--- config.mk ---
export PLATFORM = sky130hd
export DESIGN_NAME = occ_line_responder
export DESIGN_NICKNAME = d
export VERILOG_FILES = /design/src/rtl/occ_line_responder.sv
export SDC_FILE = /design/constraint.sdc
export NUM_CORES = 2
export LEC_CHECK = 0
export BUFFER_PORTS_ARGS = -buffer_cell sky130_fd_sc_hd__buf_2
export CAP_MARGIN = 5
export CORE_AREA = 2 2 658 660
export DETAILED_ROUTE_END_ITERATION = 7
export DIE_AREA = 0 0 660 662
export PLACE_DENSITY = 0.41
export SYNTH_ARGS = -nofsm -noshare
export SYNTH_HDL_FRONTEND = slang
export SYNTH_SLANG_ARGS = --single-unit
--- constraint.sdc ---
create_clock -name clk -period 15.7 [get_ports clk]
set_input_delay 2.355 -clock clk [delete_from_list [all_inputs] [get_ports clk]]
set_output_delay 2.355 -clock clk [all_outputs]
set_load 0.01 [all_outputs]
--- src/rtl/occ_line_responder.sv ---
// Occurrence-line responder: queues {addr_k, addr_l, read_num} lookups, fetches the
// BWT occurrence line(s) over an in-order read port and returns them as a tagged pair.
module occ_line_responder #(
    parameter int REQ_DEPTH = 8,
    parameter int ADDR_W    = 42,
    parameter int LINE_W    = 512
) (
    input  logic              clk,
    input  logic              rst,
    input  logic              req_valid,
    input  logic [ADDR_W-1:0] req_addr_k,
    input  logic [ADDR_W-1:0] req_addr_l,
    input  logic [8:0]        req_read_num,
    output logic              stall,
    output logic              mem_rd_valid,
    output logic [ADDR_W-1:0] mem_rd_addr,
    input  logic              mem_rd_ready,
    input  logic              mem_rsp_valid,
    input  logic [LINE_W-1:0] mem_rsp_data,
    output logic              rsp_valid,
    output logic [LINE_W-1:0] rsp_line_k,
    output logic [LINE_W-1:0] rsp_line_l,
    output logic [8:0]        rsp_read_num,
    input  logic              rsp_ready
);

    localparam int PTR_W = $clog2(REQ_DEPTH);
    localparam logic [PTR_W:0]   FULL_CNT = (PTR_W+1)'(REQ_DEPTH);
    localparam logic [PTR_W:0]   CNT_ZERO = {(PTR_W+1){1'b0}};
    localparam logic [PTR_W:0]   CNT_ONE  = {{PTR_W{1'b0}}, 1'b1};
    localparam logic [PTR_W-1:0] PTR_ONE  = {{(PTR_W-1){1'b0}}, 1'b1};

    typedef enum logic [2:0] {
        S_IDLE = 3'd0,
        S_RD_K = 3'd1,
        S_WT_K = 3'd2,
        S_RD_L = 3'd3,
        S_WT_L = 3'd4,
        S_OUT  = 3'd5
    } state_t;

    logic [ADDR_W-1:0] r_fifo_k   [REQ_DEPTH];
    logic [ADDR_W-1:0] r_fifo_l   [REQ_DEPTH];
    logic [8:0]        r_fifo_num [REQ_DEPTH];
    logic [PTR_W-1:0]  r_wr_ptr;
    logic [PTR_W-1:0]  r_rd_ptr;
    logic [PTR_W:0]    r_count;

    state_t            r_state;
    state_t            w_next;

    logic              r_mem_rd_valid;
    logic [ADDR_W-1:0] r_mem_rd_addr;
    logic              r_rsp_valid;
    logic [LINE_W-1:0] r_rsp_line_k;
    logic [LINE_W-1:0] r_rsp_line_l;
    logic [8:0]        r_rsp_read_num;

    logic              w_push;
    logic              w_pop;
    logic              w_same_line;
    logic [ADDR_W-1:0] w_head_k;
    logic [ADDR_W-1:0] w_head_l;
    logic [8:0]        w_head_num;

    // The head entry remains in the FIFO while in service, so it still counts toward stall.
    assign stall       = (r_count == FULL_CNT);
    assign w_push      = req_valid && !stall;
    assign w_pop       = (r_state == S_OUT) && rsp_ready;
    assign w_head_k    = r_fifo_k[r_rd_ptr];
    assign w_head_l    = r_fifo_l[r_rd_ptr];
    assign w_head_num  = r_fifo_num[r_rd_ptr];
    assign w_same_line = (w_head_k == w_head_l);

    // Request storage write port.
    always_ff @(posedge clk) begin
        if (w_push) begin
            r_fifo_k[r_wr_ptr]   <= req_addr_k;
            r_fifo_l[r_wr_ptr]   <= req_addr_l;
            r_fifo_num[r_wr_ptr] <= req_read_num;
        end
    end

    // FIFO pointers and occupancy.
    always_ff @(posedge clk) begin
        if (rst) begin
            r_wr_ptr <= {PTR_W{1'b0}};
            r_rd_ptr <= {PTR_W{1'b0}};
            r_count  <= CNT_ZERO;
        end else begin
            if (w_push) begin
                r_wr_ptr <= r_wr_ptr + PTR_ONE;
            end
            if (w_pop) begin
                r_rd_ptr <= r_rd_ptr + PTR_ONE;
            end
            case ({w_push, w_pop})
                2'b10:   r_count <= r_count + CNT_ONE;
                2'b01:   r_count <= r_count - CNT_ONE;
                default: r_count <= r_count;
            endcase
        end
    end

    // Sequencer state register.
    always_ff @(posedge clk) begin
        if (rst) begin
            r_state <= S_IDLE;
        end else begin
            r_state <= w_next;
        end
    end

    // Sequencer next-state decode.
    always_comb begin
        w_next = r_state;
        case (r_state)
            S_IDLE: begin
                if (r_count != CNT_ZERO) w_next = S_RD_K;
                else                     w_next = S_IDLE;
            end
            S_RD_K: begin
                if (mem_rd_ready) w_next = S_WT_K;
                else              w_next = S_RD_K;
            end
            S_WT_K: begin
                if (mem_rsp_valid) begin
                    if (w_same_line) w_next = S_OUT;
                    else             w_next = S_RD_L;
                end else begin
                    w_next = S_WT_K;
                end
            end
            S_RD_L: begin
                if (mem_rd_ready) w_next = S_WT_L;
                else              w_next = S_RD_L;
            end
            S_WT_L: begin
                if (mem_rsp_valid) w_next = S_OUT;
                else               w_next = S_WT_L;
            end
            S_OUT: begin
                if (rsp_ready) w_next = S_IDLE;
                else           w_next = S_OUT;
            end
            default: w_next = S_IDLE;
        endcase
    end

    // Registered outputs, decoded from the state being entered so they align with it.
    always_ff @(posedge clk) begin
        if (rst) begin
            r_mem_rd_valid <= 1'b0;
            r_mem_rd_addr  <= {ADDR_W{1'b0}};
            r_rsp_valid    <= 1'b0;
            r_rsp_line_k   <= {LINE_W{1'b0}};
            r_rsp_line_l   <= {LINE_W{1'b0}};
            r_rsp_read_num <= 9'd0;
        end else begin
            r_mem_rd_valid <= (w_next == S_RD_K) || (w_next == S_RD_L);
            if (w_next == S_RD_K) begin
                r_mem_rd_addr <= w_head_k;
            end else if (w_next == S_RD_L) begin
                r_mem_rd_addr <= w_head_l;
            end else begin
                r_mem_rd_addr <= {ADDR_W{1'b0}};
            end
            r_rsp_valid <= (w_next == S_OUT);
            if ((w_next == S_OUT) && (r_state != S_OUT)) begin
                r_rsp_read_num <= w_head_num;
            end
            // Responses outside the wait states are strays and must not touch the lines.
            if ((r_state == S_WT_K) && mem_rsp_valid) begin
                r_rsp_line_k <= mem_rsp_data;
                if (w_same_line) begin
                    r_rsp_line_l <= mem_rsp_data;
                end
            end else if ((r_state == S_WT_L) && mem_rsp_valid) begin
                r_rsp_line_l <= mem_rsp_data;
            end
        end
    end

    assign mem_rd_valid = r_mem_rd_valid;
    assign mem_rd_addr  = r_mem_rd_addr;
    assign rsp_valid    = r_rsp_valid;
    assign rsp_line_k   = r_rsp_line_k;
    assign rsp_line_l   = r_rsp_line_l;
    assign rsp_read_num = r_rsp_read_num;

endmodule

==> metrics.yaml <==
die:
  core_um2: 430000
  dieArea_um2: 437000
  die_x_um: 660
  start_util_pct: 16.2
  die_y_um: 662
  rows: 241
  ios: 1689
sta:
  fin_crit_sh_pct: 44.4
  worst_slew_pin_slew_ns: 1.25
  finalHoldViolations: 0
  worst_slew_margin_rel_pct: 16.8
  finalMaxSlewViolations: 0
  finClkSkew_ns: 0.122
  setup_viol: 0
  fmax_mhz: 143
  rsz0062_at_grt: "false"
  setup_tns_ns: 0
  period_minus_slack_ns: 6.97
critical_path:
  critPathRequiredTime_ns: 16.47
  critPathArrivalTime_ns: 7.74
  crit_type: "flop to flop"
  end_kind: "flop"
  worst-path-max-fanout: 91
  r2r_slack_ns: 8.73
  critPathLaunchType: "flop"
clocking:
  ctsHtreeMaxLevel: 4
  cts.clk_slew.worst_paths_ns: 0.06
  postCtsSetupBuffers: 0
  cts_repair_resize_count: 0
  cts_made_buffers: 221
  cts_tree: "yes"
  worstSkewPairLatency_ns: 0.97
  clk_path_buf_depth: 4
  ctsHoldBuffers: 0
  cts.sinks: 1837
  root_buffer: "clkbuf_16"
place:
  hpwl_um: 316000
  place_area_um2: 83700
  io_buffers: 1688
  place.gp.congestion: 0.903
grt:
  grt_pass1_wl_um: 540000
  grt_max_degree: 214
  antenna_found_initial: 171
  grtUsageTotal_pct: 18.1
  overflow: 0
  grt_pass1_vias: 56000
synth:
  ys_ff_latch: 1837
  synth_edf_count: 744
  synthAdderAreaFrac_pct: 0.119
  avgSynthCellArea_um2: 11.3
  synth_seq_area_share_pct: 63.5
  synth_top_family_by_area: "compound AO/OA/AOI/OAI gates"
  async_flop_share_pct: 0
  synthMuxAreaShare_pct: 7.61
  yosys.area_share.simple_pct: 10.4
  yosys-top-cells-area: "edfxtp_1, dfxtp_1, a21oi_1, nand2_1, o211ai_1"
  synthXorXnorAreaFrac_pct: 0.994
  synth.top_cell.area_share_pct: 32.1
  syn_nets: 6772
  yosys_warnings: 0
  syn_inst: 6155
  netlist_area_um2: 69600
  ys_types: 51
  synth_compound_area_share_pct: 13.9
  synth_area_leader_cell: "edfxtp_1"
  synthFlopType: "dfxtp_1"
power:
  cellPowerDensity_nw_per_um2: 123
  peakVddDrop_mv: 0.0974
  leakagePower_nw: 32.7
cells_and_area:
  fin_area_um2: 91500
  multiInputGateArea_um2: 23000
  final_nets: 8179
  seq_area_um2: 44200
  fill_cells: 47000
  most-common-layout-cells: "buf_2, dfxtp_1, nand2_1"
  syn2layout_area_growth_pct: 31.4
  drive_gt1_share_pct: 30.0
  layout_commonest_cell: "buf_2"
  post-route-util_pct: 21.3
route:
  route.detailed.drc: 0
  vias_per_cell: 4.29
  routed_wl_um: 417000
  antenna_left: 0
  drt_iter0_drc: 4739
  routedWlPerCell_um: 30.7
  dr.pass1.iters: 5
  vias: 58200
run_status:
  outcome: "finished clean"
job:
  maxCapViolations: 0
min_path:
  holdCritPathClass: "flop to flop"
routing by layer:
metal,part of all wire (%),GRT usage (%),up-vias
met2,46,28.9,2452
met5,0.13,0,-
met3,11,8.60,739
met1,37,20.2,29400
met4,5.1,8.87,82
li1,-,-,25500
state kept, by name (all words and copies together), names as in the netlist, named ones only:
signal        flops
mem_rd_addr      42
mem_rd_valid      1
r_count           4
r_fifo_k        336
r_fifo_l        336
r_fifo_num       72
r_rd_ptr          3
r_state           3
r_wr_ptr          3
rsp_line_k      512
rsp_line_l      512
rsp_read_num      9
rsp_valid         1
report_power, final:
part	switching, W	total [W]	internal (W)
Combinational	0.000538	0.000729	0.000191
Sequential	0.0000445	0.00511	0.00506
Clock	0.00222	0.00540	0.00318
critical path, stage by stage (launching register included):
cell      delay [ns]
dfxtp_4         0.83
buf_4           0.68
inv_2           0.33
buf_4           0.36
nand2_1         0.32
nor3_1          0.10
nor4_1          0.53
a21oi_1         0.18
and4_1          0.23
nand4b_1        0.09
buf_4           0.56
buf_4           0.96
buf_4           0.89
nand3_1         0.16
a21oi_1         0.19
synth_stat cells (all sizes together) (3+ instances only):
cell type and instances:
dfxtp 1093, nand2 1077, a21oi 1034, edfxtp 744, nand3 516, o211ai 515
clkbuf 426, mux4 170, buf 161, mux2i 140, xor2 42, xnor2 37
o32ai 36, nor2 30, a211oi 10, inv 10, nor3 10, and3b 9
o31ai 9, and2 8, nor4 7, a22oi 6, mux2 6, nand2b 6
ha 5, nand4 5, nor2b 5, o22ai 5, o21ai 4, nand4b 3
or4 3
logic make-up (layout without fill, tap and decap cells):
group / Yosys count / after routing
flops: 1837 / 1837
simple gates: 1692 / 1692
compound gates: 1628 / 1628
buf+inv: 597 / 2189
mux: 316 / 316
xor+xnor: 79 / 79
fa+ha+maj: 6 / 6
other cells: 0 / 120
cell type report:
cell class                 instances  area share [%]
sequential                      1837            48.3
clock buffer                     293            6.75
tap                             5710            7.81
clock inverter                   115            1.48
inverter                          10          0.0520
multi-input combinational       3721            25.2
timing repair buffer            1771            10.1
antenna                          120           0.328
stage by stage:
step | setup slack (ns) | cells | hold slack [ns] | power [W]
2_1_floorplan | 3.39 | 6155 | 0.466 | 0.00551
3_3_place_gp | 8.92 | 13000 | 0.438 | 0.00594
3_5_place_dp | 8.86 | 13000 | 0.443 | 0.00595
4_1_cts | 8.71 | 13500 | 0.452 | 0.0114
5_1_grt | 8.33 | 13500 | 0.465 | 0.0116
6_report | 8.73 | 13600 | 0.451 | 0.0112
final timing paths:
kind	cells past startpoint	from	end
worst min-delay path	2	rsp_line_k[500]	rsp_line_k[500]
worst min register to register	2	rsp_line_k[500]	rsp_line_k[500]
worst max-delay path	14	flop	rsp_line_l[336]
worst max register to register	14	flop	rsp_line_l[336]
(Power assumes the default switching activity.)
